<file path="src/rtl/register_write_arbiter_pkg.sv">
// Shared constants for the register write arbiter: FSM state codes, default widths, one-hot decode.
package register_write_arbiter_pkg;

  localparam logic [0:0] ST_IDLE  = 1'b0;
  localparam logic [0:0] ST_WRITE = 1'b1;

  localparam int DEF_DW = 16;
  localparam int DEF_AW = 3;

  // Wide decode; callers size-cast the result down to their vector width.
  function automatic logic [255:0] onehot(input logic [7:0] idx);
    onehot      = '0;
    onehot[idx] = 1'b1;
  endfunction

endpackage

</file>
<file path="src/rtl/register_write_arbiter_rr_pick.sv">
// Combinational round-robin picker: first set req bit at or above ptr, wrapping at NREQ.
module rr_pick #(
  parameter int NREQ = 4,
  parameter int PW   = (NREQ > 1) ? $clog2(NREQ) : 1
) (
  input  logic [NREQ-1:0] req,
  input  logic [PW-1:0]   ptr,
  output logic [PW-1:0]   win,
  output logic            any
);

  logic [2*NREQ-1:0] dbl;
  logic [NREQ-1:0]   rot;
  logic [PW:0]       sum;

  always_comb begin
    dbl = {req, req};
    rot = dbl[ptr +: NREQ];
    any = |rot;
    win = '0;
    sum = '0;
    // Scan downward so the lowest rotated offset is the last one written.
    for (int k = NREQ - 1; k >= 0; k--) begin
      if (rot[k]) begin
        sum = {1'b0, ptr} + (PW+1)'(k);
        win = (sum >= (PW+1)'(NREQ)) ? PW'(sum - (PW+1)'(NREQ)) : PW'(sum);
      end
    end
  end

endmodule

</file>
<file path="src/rtl/register_write_arbiter.sv">
// Round-robin write arbiter driving a shared register bank; one write per IDLE/WRITE pair.
// Optional macro ARB_LOCK_EN adds a lock input that keeps the grant pointer on the winner.
module register_write_arbiter
  import register_write_arbiter_pkg::*;
#(
  parameter int NREQ = 4,
  parameter int NREG = 8,
  parameter int AW   = DEF_AW,
  parameter int DW   = DEF_DW
) (
  input  logic              clk,
  input  logic              reset,
  input  logic [NREQ-1:0]   req,
  input  logic [NREQ*AW-1:0] req_addr,
  input  logic [NREQ*DW-1:0] req_data,
`ifdef ARB_LOCK_EN
  input  logic [NREQ-1:0]   lock,
`endif
  output logic [NREQ-1:0]   gnt,
  output logic [NREG-1:0]   reg_load,
  output logic [DW-1:0]     reg_d,
  output logic              busy,
  output logic              err
);

  localparam int PW = (NREQ > 1) ? $clog2(NREQ) : 1;

  logic [0:0]      state_q, state_d;
  logic [PW-1:0]   ptr_q, ptr_d;
  logic [PW-1:0]   win_q, win_d;
  logic [NREQ-1:0] gnt_q, gnt_d;
  logic [NREG-1:0] reg_load_q, reg_load_d;
  logic [DW-1:0]   reg_d_q, reg_d_d;
  logic            busy_q, busy_d;
  logic            err_q, err_d;

  logic [PW-1:0]   pick_win;
  logic            pick_any;
  logic [AW-1:0]   sel_addr;
  logic [DW-1:0]   sel_data;

  rr_pick #(.NREQ(NREQ), .PW(PW)) u_pick (
    .req (req),
    .ptr (ptr_q),
    .win (pick_win),
    .any (pick_any)
  );

  assign sel_addr = req_addr[pick_win*AW +: AW];
  assign sel_data = req_data[pick_win*DW +: DW];

  always_comb begin
    state_d    = state_q;
    ptr_d      = ptr_q;
    win_d      = win_q;
    reg_d_d    = reg_d_q;
    gnt_d      = '0;
    reg_load_d = '0;
    busy_d     = 1'b0;
    err_d      = 1'b0;
    case (state_q)
      ST_IDLE: begin
        // Outputs are registered here so they appear during the WRITE cycle.
        if (pick_any) begin
          state_d = ST_WRITE;
          win_d   = pick_win;
          gnt_d   = NREQ'(onehot(8'(pick_win)));
          reg_d_d = sel_data;
          busy_d  = 1'b1;
          if ({1'b0, sel_addr} < (AW+1)'(NREG))
            reg_load_d = NREG'(onehot(8'(sel_addr)));
          else
            err_d = 1'b1;
        end
      end
      default: begin
        state_d = ST_IDLE;
        ptr_d   = (win_q == PW'(NREQ - 1)) ? '0 : win_q + 1'b1;
`ifdef ARB_LOCK_EN
        // Park the pointer on the winner so it takes the next arbitration.
        if (lock[win_q] && req[win_q])
          ptr_d = win_q;
`endif
      end
    endcase
  end

  always_ff @(posedge clk or posedge reset) begin
    if (reset) begin
      state_q    <= ST_IDLE;
      ptr_q      <= '0;
      win_q      <= '0;
      gnt_q      <= '0;
      reg_load_q <= '0;
      reg_d_q    <= '0;
      busy_q     <= 1'b0;
      err_q      <= 1'b0;
    end else begin
      state_q    <= state_d;
      ptr_q      <= ptr_d;
      win_q      <= win_d;
      gnt_q      <= gnt_d;
      reg_load_q <= reg_load_d;
      reg_d_q    <= reg_d_d;
      busy_q     <= busy_d;
      err_q      <= err_d;
    end
  end

  assign gnt      = gnt_q;
  assign reg_load = reg_load_q;
  assign reg_d    = reg_d_q;
  assign busy     = busy_q;
  assign err      = err_q;

endmodule

</file>
<file path="config.mk">
export PLATFORM = sky130hd
export DESIGN_NAME = register_write_arbiter
export DESIGN_NICKNAME = d
export VERILOG_FILES = /design/src/rtl/register_write_arbiter_pkg.sv /design/src/rtl/register_write_arbiter_rr_pick.sv /design/src/rtl/register_write_arbiter.sv
export SDC_FILE = /design/constraint.sdc
export NUM_CORES = 1
export LEC_CHECK = 0
export BUFFER_PORTS_ARGS = -buffer_cell sky130_fd_sc_hd__buf_2
export CORE_MARGIN = 8
export CORE_UTILIZATION = 25
export DETAILED_ROUTE_END_ITERATION = 8
export PLACE_DENSITY = 0.62
export SLEW_MARGIN = 20
export SYNTH_ARGS = -nofsm -noshare
export SYNTH_HDL_FRONTEND = slang
export SYNTH_SLANG_ARGS = --single-unit
</file>
<file path="constraint.sdc">
create_clock -name clk -period 3.45 [get_ports clk]
set_input_delay 0 -clock clk [delete_from_list [all_inputs] [get_ports clk]]
set_output_delay 0 -clock clk [all_outputs]
set_load 0.02 [all_outputs]
</file>
; Word level (Yosys, flattened, before mapping)
; Index checks and enable logic that the tools add are counted.
[totals]
wordCells = 51
ff_bits = 33
in_bits = 82
[op_classes]
n_lt_le_gt_ge = 8
n_bitwise = 1
n_mux = 19
n_eq_ne = 1
n_reduce_logical = 4
addsub = 8
mul = 1
shifts = 3
[op_table]
columns = op, n
row1 = 64-bit by 7-bit indexed part select with 16-bit output, 1
row2 = 2-bit 2-to-1 mux, 9
row3 = 8-bit 2-to-1 mux, 2
row4 = 12-bit by 5-bit indexed part select with 3-bit output, 1
row5 = "3-bit greater-or-equal comparator, second input constant", 3
row6 = "2-bit by 9-bit < comparator with 1-bit output, second input constant", 1
row7 = "3-bit by 9-bit < comparator with 1-bit output, second input constant", 1
row8 = 4-bit 2-to-1 mux, 2
row9 = 8-bit by 3-bit indexed part select with 4-bit output, 1
row10 = "2-bit by 1-bit subtractor with 2-bit output, second input constant", 4
row11 = "2-bit by 2-bit adder with 3-bit output, second input constant", 2
row12 = "2-bit by 2-bit multiplier with 4-bit output, second input constant", 1
row13 = 1-bit 2-to-1 mux, 4
row14 = 4-bit OR reduction, 1
row15 = "2-bit by 1-bit adder with 3-bit output, second input constant", 1
row16 = 1-bit demux with 3-bit select, 1
row17 = "2-bit by 3-bit greater-or-equal comparator with 1-bit output, second input constant", 1
row18 = "3-bit by 1-bit greater-or-equal comparator with 1-bit output, second input constant", 1
row19 = "2-bit by 1-bit adder with 2-bit output, second input constant", 1
row20 = 1-bit demux with 2-bit select, 1
row21 = "2-bit equality test, second input constant", 1
row22 = "2-bit by 1-bit greater-or-equal comparator with 1-bit output, second input constant", 1
row23 = 1-bit logical AND, 2
row24 = 2-bit AND reduction, 1
row25 = 1-bit NOT, 1

; Depth between registers and ports, before layout
; Gate-level depths: netlist of run 1.
[logic_depth]
word_depth = 15
mapped_depth = 8

; Hierarchy
; A second synthesis of run 1 with hierarchy kept.
[unflattened]
cells_unflattened = 113
hier_area_um2 = 1849.3
[by_module_without_submodules]
columns = module, seq_area_each_um2, cells_each, area_each_um2, instances
row1 = register_write_arbiter, 825.8, 100, 1771.7, 1
row2 = rr_pick, 0.0, 13, 77.6, 1

; Worst setup path before layout of run 1
; OpenSTA, ideal clock, no wires.
[synth_path]
path_kind = flip-flop to flip-flop
start = reg ptr_q[1]
end = reg reg_d_q[10] (netlist: reg_d[10])
path_buffers = 2
t_arrival_ps = 1901
stages_incl_launch_ff = 9
setup_time_ps = 137
path_slack_ps = 1412
path_cell_list = dfrtp_1 buf_6 mux2i_1 nor2_1 nor3_4 buf_2 mux2_2 a222oi_1 a21oi_1
[synth_between]
elab_chain_len = 8
elab_cells_between_ends = 23
[synth_lines]
columns = item, line_no
row1 = from (decl), register_write_arbiter.sv:29  ; logic [PW-1:0] ptr_q, ptr_d;
row2 = from (signal assigned), register_write_arbiter.sv:100  ; ptr_q <= ptr_d;
row3 = 2-bit by 2-bit adder with 3-bit output, register_write_arbiter_rr_pick.sv:25  ; sum = {1'b0, ptr} + (PW+1)'(k);
row4 = 3-bit greater-or-equal comparator / 2-bit by 1-bit subtractor with 2-bit output (equally long branches), register_write_arbiter_rr_pick.sv:26  ; win = (sum >= (PW+1)'(NREQ)) ? PW'(sum - (PW+1)'(NREQ)) : PW'(sum);
row5 = 2-bit 2-to-1 mux, register_write_arbiter_rr_pick.sv:26
row6 = 2-bit 2-to-1 mux (4 in a row), register_write_arbiter_rr_pick.sv:24  ; if (rot[k]) begin
row7 = 64-bit by 7-bit indexed part select with 16-bit output, register_write_arbiter.sv:50  ; assign sel_data = req_data[pick_win*DW +: DW];
row8 = to (signal assigned), register_write_arbiter.sv:104  ; reg_d_q <= reg_d_d;
row9 = to (decl), register_write_arbiter.sv:33  ; logic [DW-1:0] reg_d_q, reg_d_d;
; Parallel ways exist; a longest one is shown, timed or not.
; A chain may end at the register's enable or synchronous reset.

; Worst setup path in the final report of run 1
[layout_path]
start = reg ptr_q[1]
end = reg reg_d_q[11] (netlist: reg_d[11])
; The elaborated chain is that of the path after synthesis.

==> reports/qor.yml, run 1 <==
sta:
  tns_ns: 0
  layout_worst_path_cycle_share_pct: 76.7
  period_needed_ns: 2.65
  max_freq_mhz: 378
  slew-limit-headroom_pct: 27.3
  rsz0062_at_grt: "false"
  finClkSkew_ns: 0.00482
  worst_pin_slew_ns: 1.08
  slew_viol_final: 0
  hold_viol: 0
  holdWs_ns: 0.0425
  finalSetupViolCount: 0
route:
  detail-route-antenna-nets: 0
  wirelength_microns: 6410
  drcViolationCount: 0
  route.detailed.wl_per_inst_microns: 16.5
  vias: 1845
  first_pass_iters: 4
  vias_per_cell: 4.74
  drt_iter0_drc: 104
synth:
  ys_seq_elements: 33
  synth_nets: 266
  synth.area.top_cells: "dfrtp_1 (44%), mux2_2 (9.1%), a222oi_1 (6.5%)"
  syn_inst: 183
  syn_avg_cell_area_sq_um: 10.2
  syn_area_sq_um: 1860
  yosysTopAreaCell: "dfrtp_1"
  synth_top_area_share_pct: 44.4
  yosysUniqueCellTypes: 36
  synthArstFlopShare_pct: 100
  ys_seq_area_share_pct: 44.4
  ys_warn_count: 0
  synth_edf_count: 0
  synthFlopType: "dfrtp_1"
clock_tree:
  postCtsHoldBufs: 1
  cts_tree: "built"
  cts_root_buf: "clkbuf_8"
  clock-sinks: 33
  clk_latency_ns: 0.28
  cts_made_buffers: 5
  cts_buffer_depth: 2
  htree_levels: 2
  cts.reportedPaths.clkPinSlew_ns: 0.07
  postCtsSetupRepairBufs: 0
  ctsResizeCount: 0
floorplan:
  die_h_microns: 102
  core_sq_um: 7210
  die_x_microns: 102
  initial_core_util_pct: 25.8
  num_rows: 31
  die_area_sq_um: 10500
  ioPinCount: 112
global_route:
  grt_pass1_vias: 2090
  grt_pass1_wl_microns: 10400
  grt.total_usage_pct: 12.7
  grt_antenna_before_repair: 0
  grt_max_degree: 26
  grt-ovfl-total: 0
power:
  vdd_ir_drop_max_mv: 0.282
  powerDensity_nw_per_um2: 759
  p_leak_uw: 0.00129
critical_path:
  cp_max_fo: 12
  r2r_end: "reg_d[11]$_DFFE_PP0P_"
  crit_start: "ptr_q[1]$_DFFE_PP0P_"
  critical_path_class: "flip-flop to flip-flop"
  cp-end-kind: "flip-flop"
  cp_data_arrival_time_ns: 2.78
  required_ns: 3.58
  r2r_cells: 7
  rrSetupSlack_ns: 0.80
  regToRegStartpoint: "ptr_q[1]$_DFFE_PP0P_"
  start_kind: "flip-flop"
placed_design:
  dp_hpwl_microns: 4950
  gp_congestion: 0.815
  dp.cells: 380
  numPortBuffers: 110
finish:
  final_util_pct: 36.2
  final.fill_count: 766
  multi_input_area_sq_um: 933
  layout-drive-gt1-share_pct: 48.6
  layout_common_cells: "buf_2 (110), dfrtp_1 (33), nor2_1 (18)"
  area_growth_pct: 40.2
  fin_nets: 372
  antenna_cells: 0
  regArea_sq_um: 826
  fin_cells: 389
  mostFrequentLayoutCell: "buf_2"
run:
  drv_cap: 0
min_path:
  hold_class: "primary input to flip-flop"
  hold_depth: 3
  hold_end: "reg_d[10]$_DFFE_PP0P_"
  min_from: "req_data[10]"
status:
  status: "completed"
[power by group]
part	switching [uW]	total, uW	internal (uW)
logic	583	976	393
clock network	141	376	236
registers	93.1	627	534
total	817	1980	1160
[flip-flops by register name (all words and copies together), names as in the netlist]
name / flops
reg_d: 16
gnt: 4
busy: 1
win_q: 2
reg_load: 8
ptr_q: 2
[kinds of logic after synthesis]
group                    count (synthesis)  share of synthesized area, %
other                                    1                         0.202
adder cells (fa/ha/maj)                  1                         0.672
multiplexers                            26                          15.0
AND/OR/NAND/NOR                         43                          11.6
flip-flops                              33                          44.4
buffers and inverters                   21                          5.72
AO/OA/AOI/OAI                           58                          22.4
[metrics by stage]
stage          total power (uW)  cell area (sq um)  setup WS (ns)
3_5_place_dp               1620               2480          0.797
4_1_cts                    2010               2610          0.787
2_1_floorplan              1320               1860           1.41
6_report                   1980               2610          0.803
5_1_grt                    2140               2610          0.567
3_3_place_gp               1600               2480          0.892
[critical path, cell delays in order, from the launching register on]
cell	delay, ns
dfrtp_1	0.53
mux2i_1	0.23
nor2_1	0.11
nor3_4	0.58
buf_4	0.34
mux2_2	0.35
a222oi_1	0.22
a21oi_1	0.12
[worst max-delay path by stage]
| stage | end | cells past startpoint |
|---|---|---|
| 3_5_place_dp | reg_d[11]$_DFFE_PP0P_ | 7 |
| 4_1_cts | reg_d[11]$_DFFE_PP0P_ | 7 |
| 5_1_grt | reg_d[14]$_DFFE_PP0P_ | 7 |
| 2_1_floorplan | reg_d[10]$_DFFE_PP0P_ | 8 |
| 3_3_place_gp | reg_d[10]$_DFFE_PP0P_ | 7 |
| 6_report | reg_d[11]$_DFFE_PP0P_ | 7 |
[layer usage]
layer	part of all wire, %	vias up	global-route usage (%)
li1	-	898	-
met1	42	869	14.7
met2	50	76	21.7
met3	7.6	2	4.36
met4	0.50	0	3.39
met5	0	-	0
[final cells by class]
cell class                 count  area share [%]
multi-input combinational    129            35.8
sequential                    33            31.7
clock inverter                 1            1.15
clock buffer                   7            3.31
timing repair buffer         115            22.6
tap                           99            4.75
inverter                       5           0.719
[synth_stat cells (2+ instances only)]
cell type	instances
nor2_1	18
nand2_1	5
mux2_2	15
o221a_2	2
o21a_1	4
o21ai_0	7
o31ai_1	2
buf_2	7
mux2i_1	11
nor3_1	8
a21oi_1	17
inv_1	5
buf_6	2
o211ai_1	5
a22oi_1	4
clkbuf_1	6
and2_1	3
a222oi_1	12
dfrtp_1	33
Power figures use the tool's default switching activity.
==> inputs of run 2 (changes only) <==
PLACE_DENSITY = 0.64   (was 0.62)
clock period = 2.3 ns   (was 3.45 ns; I/O delays follow)
==> reports/qor.yml, run 2 (synthesis results as in run 1) <==
status:
  status: "completed"
floorplan:
  initial_core_util_pct: 25.8  # unchanged
  core_sq_um: 7210  # unchanged
  num_rows: 31  # unchanged
  ioPinCount: 112  # unchanged
  die_x_microns: 102  # unchanged
  die_area_sq_um: 10500  # unchanged
  die_h_microns: 102  # unchanged
global_route:
  grt_antenna_before_repair: 0  # unchanged
  grt-ovfl-total: 0  # unchanged
  grt.total_usage_pct: 12.1  # -0.56 points
  grt_pass1_vias: 1964  # -6.0%
  grt_max_degree: 34  # +31%
  grt_pass1_wl_microns: 9760  # -6.5%
sta:
  max_freq_mhz: 469  # +24%
  hold_viol: 0  # unchanged
  rsz0062_at_grt: "false"
  layout_worst_path_cycle_share_pct: 92.6  # +16 points
  slew-limit-headroom_pct: 35.2  # +7.9 points
  finClkSkew_ns: 0.00518  # +0.000356 ns
  worst_pin_slew_ns: 0.966  # -0.117 ns
  period_needed_ns: 2.13  # -0.516 ns
  tns_ns: 0  # unchanged
  slew_viol_final: 0  # unchanged
  holdWs_ns: 0.0433  # +0.000813 ns
  finalSetupViolCount: 0  # unchanged
route:
  first_pass_iters: 8  # +4
  wirelength_microns: 6380  # -0.39%
  drt_iter0_drc: 134  # +29%
  vias: 1875  # +1.6%
  drcViolationCount: 0  # unchanged
  detail-route-antenna-nets: 0  # unchanged
  vias_per_cell: 4.78  # +0.85%
  route.detailed.wl_per_inst_microns: 16.3  # -1.2%
min_path:
  hold_depth: 3  # unchanged
  min_from: "req_data[6]"
  hold_end: "reg_d[6]$_DFFE_PP0P_"
  hold_class: "primary input to flip-flop"
critical_path:
  required_ns: 2.46  # -1.12 ns
  rrSetupSlack_ns: 0.17  # -0.63 ns
  r2r_end: "reg_d[2]$_DFFE_PP0P_"
  slowest_stage: "dfrtp_1"
  crit_path_max_incr_delay_ns: 0.53  # -0.05 ns
  cp_top_family: "multiplexers"
  regToRegStartpoint: "ptr_q[1]$_DFFE_PP0P_"
  r2r_cells: 7  # unchanged
  cp-end-kind: "flip-flop"
  crit_cells: 7  # unchanged
  cp_num_buf_inv: 1  # unchanged
  cp_data_arrival_time_ns: 2.29  # -0.49 ns
  path_cells: "mux2i_1 -> nor2_1 -> nor3_4 -> buf_4 -> mux2_2 -> a222oi_1 -> a21oi_1"
  start_kind: "flip-flop"
  cp_max_fo: 11  # -1
  critical_path_class: "flip-flop to flip-flop"
power:
  p_leak_uw: 0.00129  # +0.43%
  vdd_ir_drop_max_mv: 0.427  # +52%
  powerDensity_nw_per_um2: 1110  # +46%
finish:
  largest_reg_flops: 16  # unchanged
  mostFrequentLayoutCell: "buf_2"
  stdcell_area_sq_um: 2610  # +0.14%
  area_growth_pct: 40.4
  regArea_sq_um: 826  # unchanged
  fin_cells: 392  # +0.77%
  multi_input_area_sq_um: 937  # +0.40%
  layout-drive-gt1-share_pct: 49.5  # +0.87 points
  antenna_cells: 0  # unchanged
  fin_nets: 376  # +1.1%
  layout_common_cells: "buf_2 (110), dfrtp_1 (33), nor2_1 (18)"
  final.fill_count: 769  # +0.39%
placed_design:
  numPortBuffers: 110  # unchanged
  dp.cells: 384  # +1.1%
  place_area_sq_um: 2510  # +1.2%
  gp_congestion: 0.803  # -1.4%
  dp_hpwl_microns: 4990  # +0.77%
clock_tree:
  htree_levels: 2  # unchanged
  cts_tree: "built"
  clock-sinks: 33  # unchanged
  cts.reportedPaths.clkPinSlew_ns: 0.07  # about the same
  cts_made_buffers: 5  # unchanged
  cts_buffer_depth: 2  # unchanged
  cts_root_buf: "clkbuf_8"
  clk_latency_ns: 0.28  # about the same
run:
  drv_cap: 0  # unchanged
[run 2: changes by cell type in the layout (fill, tap and decap cells not counted), sizes merged]
cell    change
bufinv      -1
buf         +4
[run 2: stage by stage]
stage | utilization, % | setup slack [ns] | power, uW
after floorplan | - | 0.262 | 1970
after global placement | 34.8 | 0.253 | 2440
after detailed placement | 34.8 | 0.171 | 2470
after CTS | 36.2 | 0.169 | 2930
after global routing | 36.2 | 0.0194 | 3130
final | 36.2 | 0.169 | 2890
[run 2: area by class of cell]
type	instances	area share, %
tap	99	4.74
sequential	33	31.6
inverter	5	0.718
clock buffer	7	3.30
multi-input combinational	129	35.9
timing repair buffer	119	23.8
[run 2: worst max-delay path by stage]
stage                          from                    end  slack [ns]
2_1_floorplan  ptr_q[1]$_DFFE_PP0P_  reg_d[10]$_DFFE_PP0P_        0.26
3_3_place_gp   ptr_q[1]$_DFFE_PP0P_   reg_d[9]$_DFFE_PP0P_        0.25
3_5_place_dp   ptr_q[1]$_DFFE_PP0P_  reg_load[4]$_DFF_PP0_        0.17
4_1_cts        ptr_q[1]$_DFFE_PP0P_  reg_load[4]$_DFF_PP0_        0.17
5_1_grt        ptr_q[1]$_DFFE_PP0P_   reg_d[0]$_DFFE_PP0P_        0.02
6_report       ptr_q[1]$_DFFE_PP0P_   reg_d[2]$_DFFE_PP0P_        0.17
[run 2: per-layer routing]
layer  vias up  track usage, %  part of all wire (%)
met5         -               0                     0
met4         0            3.61                  0.83
met3         4            4.43                   8.0
met2        82            20.8                    51
met1       887            13.7                    41
li1        902               -                     -
[run 2: worst min-delay path, stage by stage]
cell and delay [ns]:
buf_2 0.07, a222oi_1 0.07, a21oi_1 0.14
[run 2: power breakdown]
part           switching (uW)  total [uW]  internal, uW
Sequential                142         942           801
Clock                     206         444           238
Combinational             886        1510           622
[run 2: timing repair]
item                                    in CTS  in global routing
hold buffers                                 1                  0
endpoints found under the setup margin       0                  4
resized for setup                            0                  2
hold endpoints to repair                    33                  0
setup buffers                                0                  0
==> inputs of run 3 (changes only) <==
CORE_ASPECT_RATIO = 2   (was unset)
HOLD_SLACK_MARGIN = 0.08   (was unset)
==> reports/qor.yml, run 3 (synthesis results as in run 1) <==
finish:
  antenna_cells: 0  # unchanged
  final_util_pct: 39.9  # +3.6 points
  final.fill_count: 729  # -5.2%
  area_growth_pct: 55.7
  layout-drive-gt1-share_pct: 45.6  # -3.9 points
  largest_reg_flops: 16  # unchanged
  fin_nets: 398  # +5.9%
  layout_common_cells: "buf_2 (110), dfrtp_1 (33), dlygate4sd3_1 (24)"
  mostFrequentLayoutCell: "buf_2"
global_route:
  grt_use_met2_pct: 23.5  # +2.8 points
  grt_busiest_layer: "met2"
  grt.total_usage_pct: 12.5  # +0.32 points
  grt_pass1_vias: 2223  # +13%
  grt-ovfl-total: 0  # unchanged
  grt_antenna_before_repair: 0  # unchanged
  grt_util_met1_pct: 11.7  # -2.0 points
  grt_max_degree: 23  # -32%
  grt.met3_usage_pct: 3.12  # -1.3 points
  grt_pass1_wl_microns: 10800  # +11%
critical_path:
  cp_num_buf_inv: 1  # unchanged
  slowest_stage: "dfrtp_1"
  cp_max_fo: 21  # +10
  cp_data_arrival_time_ns: 2.24  # -0.05 ns
  critical_path_class: "flip-flop to flip-flop"
  required_ns: 2.44  # -0.02 ns
  start_kind: "flip-flop"
  cp-end-kind: "flip-flop"
  crit_path_max_incr_delay_ns: 0.39  # -0.14 ns
  path_cells: "mux2i_1 -> nor2_1 -> nor3_4 -> buf_12 -> mux2_2 -> a222oi_1 -> a21oi_1"
  cp_top_family: "multiplexers"
floorplan:
  die_h_microns: 138  # +35%
  die_area_sq_um: 10600  # +1.6%
  ioPinCount: 112  # unchanged
  num_rows: 44  # +42%
  die_x_microns: 77  # -25%
  core_sq_um: 7270  # +0.73%
  initial_core_util_pct: 25.6  # -0.19 points
clock_tree:
  cts_root_buf: "clkbuf_16"
  cts.reportedPaths.clkPinSlew_ns: 0.05  # -0.02 ns
  cts_made_buffers: 5  # unchanged
  clock-sinks: 33  # unchanged
  cts_tree: "built"
  cts_buffer_depth: 2  # unchanged
  htree_levels: 2  # unchanged
  ctsResizeCount: 0  # unchanged
  clk_latency_ns: 0.27  # about the same
min_path:
  hold_class: "primary input to flip-flop"
power:
  power_uw: 3110  # +7.6%
  p_leak_uw: 0.00141  # +9.5%
  vdd_ir_drop_max_mv: 0.493  # +15%
  powerDensity_nw_per_um2: 1080  # -2.9%
sta:
  rsz0062_at_grt: "false"
  period_needed_ns: 2.10  # -0.0314 ns
  slew-limit-headroom_pct: 51.4  # +16 points
  finClkSkew_ns: 0.00157  # -0.00361 ns
  max_freq_mhz: 476  # +1.5%
  hold_viol: 0  # unchanged
  slew_viol_final: 0  # unchanged
  finalSetupViolCount: 0  # unchanged
  worst_pin_slew_ns: 0.729  # -0.237 ns
  tns_ns: 0  # unchanged
  layout_worst_path_cycle_share_pct: 91.3  # -1.4 points
route:
  detail-route-antenna-nets: 0  # unchanged
  drt_iter0_drc: 120  # -10%
  vias_per_cell: 4.83  # +1.0%
  wirelength_microns: 6570  # +2.9%
  route.detailed.wl_per_inst_microns: 16.1  # -1.1%
  drcViolationCount: 0  # unchanged
  vias: 1972  # +5.2%
  first_pass_iters: 5  # -3
placed_design:
  numPortBuffers: 110  # unchanged
  dp_hpwl_microns: 4950  # -0.73%
  gp_congestion: 0.785  # -2.3%
run:
  drv_cap: 0  # unchanged
status:
  status: "completed"
## run 3: cell types whose count changed in the layout (fill, tap and decap cells not counted), sizes merged
cell / previous run / this run
clkbuf: 7 / 6
buf: 118 / 117
clkinv: 0 / 2
dlygate4sd3: 1 / 24
## run 3: per-layer routing
layer / routed length [microns] / part of all wire (%)
met1: 2260 / 34
met2: 3690 / 56
met3: 443 / 6.7
met4: 173 / 2.6
met5: 0 / 0
## run 3: report_power, final
part / internal [uW] / switching, uW / total, uW
combinational: 660 / 910 / 1570
sequential: 803 / 121 / 923
clock: 397 / 224 / 621
## run 3: final timing paths
| check | from | to | slack, ns | depth (start not counted) |
|---|---|---|---|---|
| min in group asynchronous | reset | gnt[0]$_DFF_PP0_ | 0.33 | 3 |
| max | ptr_q[1]$_DFFE_PP0P_ | reg_d[1]$_DFFE_PP0P_ | 0.20 | 7 |
| max reg2reg | ptr_q[1]$_DFFE_PP0P_ | reg_d[1]$_DFFE_PP0P_ | 0.20 | 7 |
| max in group asynchronous | reset | reg_load[1]$_DFF_PP0_ | 1.30 | 4 |
| min reg2reg | reg_d[5]$_DFFE_PP0P_ | reg_d[5]$_DFFE_PP0P_ | 0.49 | 1 |
| min | req_data[17] | reg_d[1]$_DFFE_PP0P_ | 0.09 | 3 |
## run 3: tightest hold or removal path: cells and delay by family
family / cells / cell delay, ns
AO/OA/AOI/OAI: 2 / 0.23
buffers and inverters: 1 / 0.08
## run 3: what timing repair did
item,CTS,global route
endpoints found under the hold margin,24,0
endpoints found under the setup margin,0,1
buffers inserted,0,0
hold buffers,24,0
## run 3: layout make-up
type | instances | area (sq um) | area share, %
clock buffer | 6 | 129 | 4.45
clock inverter | 2 | 10.0 | 0.346
tap | 92 | 115 | 3.97
timing repair buffer | 141 | 856 | 29.5
multi-input combinational | 129 | 942 | 32.5
sequential | 33 | 826 | 28.5
inverter | 5 | 18.8 | 0.648
## run 3: per-stage QoR
| step | hold slack (ns) | worst slack [ns] | instances | instance area, sq um |
|---|---|---|---|---|
| 2_1_floorplan | 0.129 | 0.262 | 183 | 1860 |
| 3_3_place_gp | 0.0640 | 0.210 | 376 | 2510 |
| 3_5_place_dp | 0.0832 | 0.172 | 376 | 2510 |
| 4_1_cts | 0.0846 | 0.160 | 408 | 2890 |
| 5_1_grt | 0.130 | 0.0117 | 408 | 2900 |
| 6_report | 0.0887 | 0.200 | 408 | 2900 |
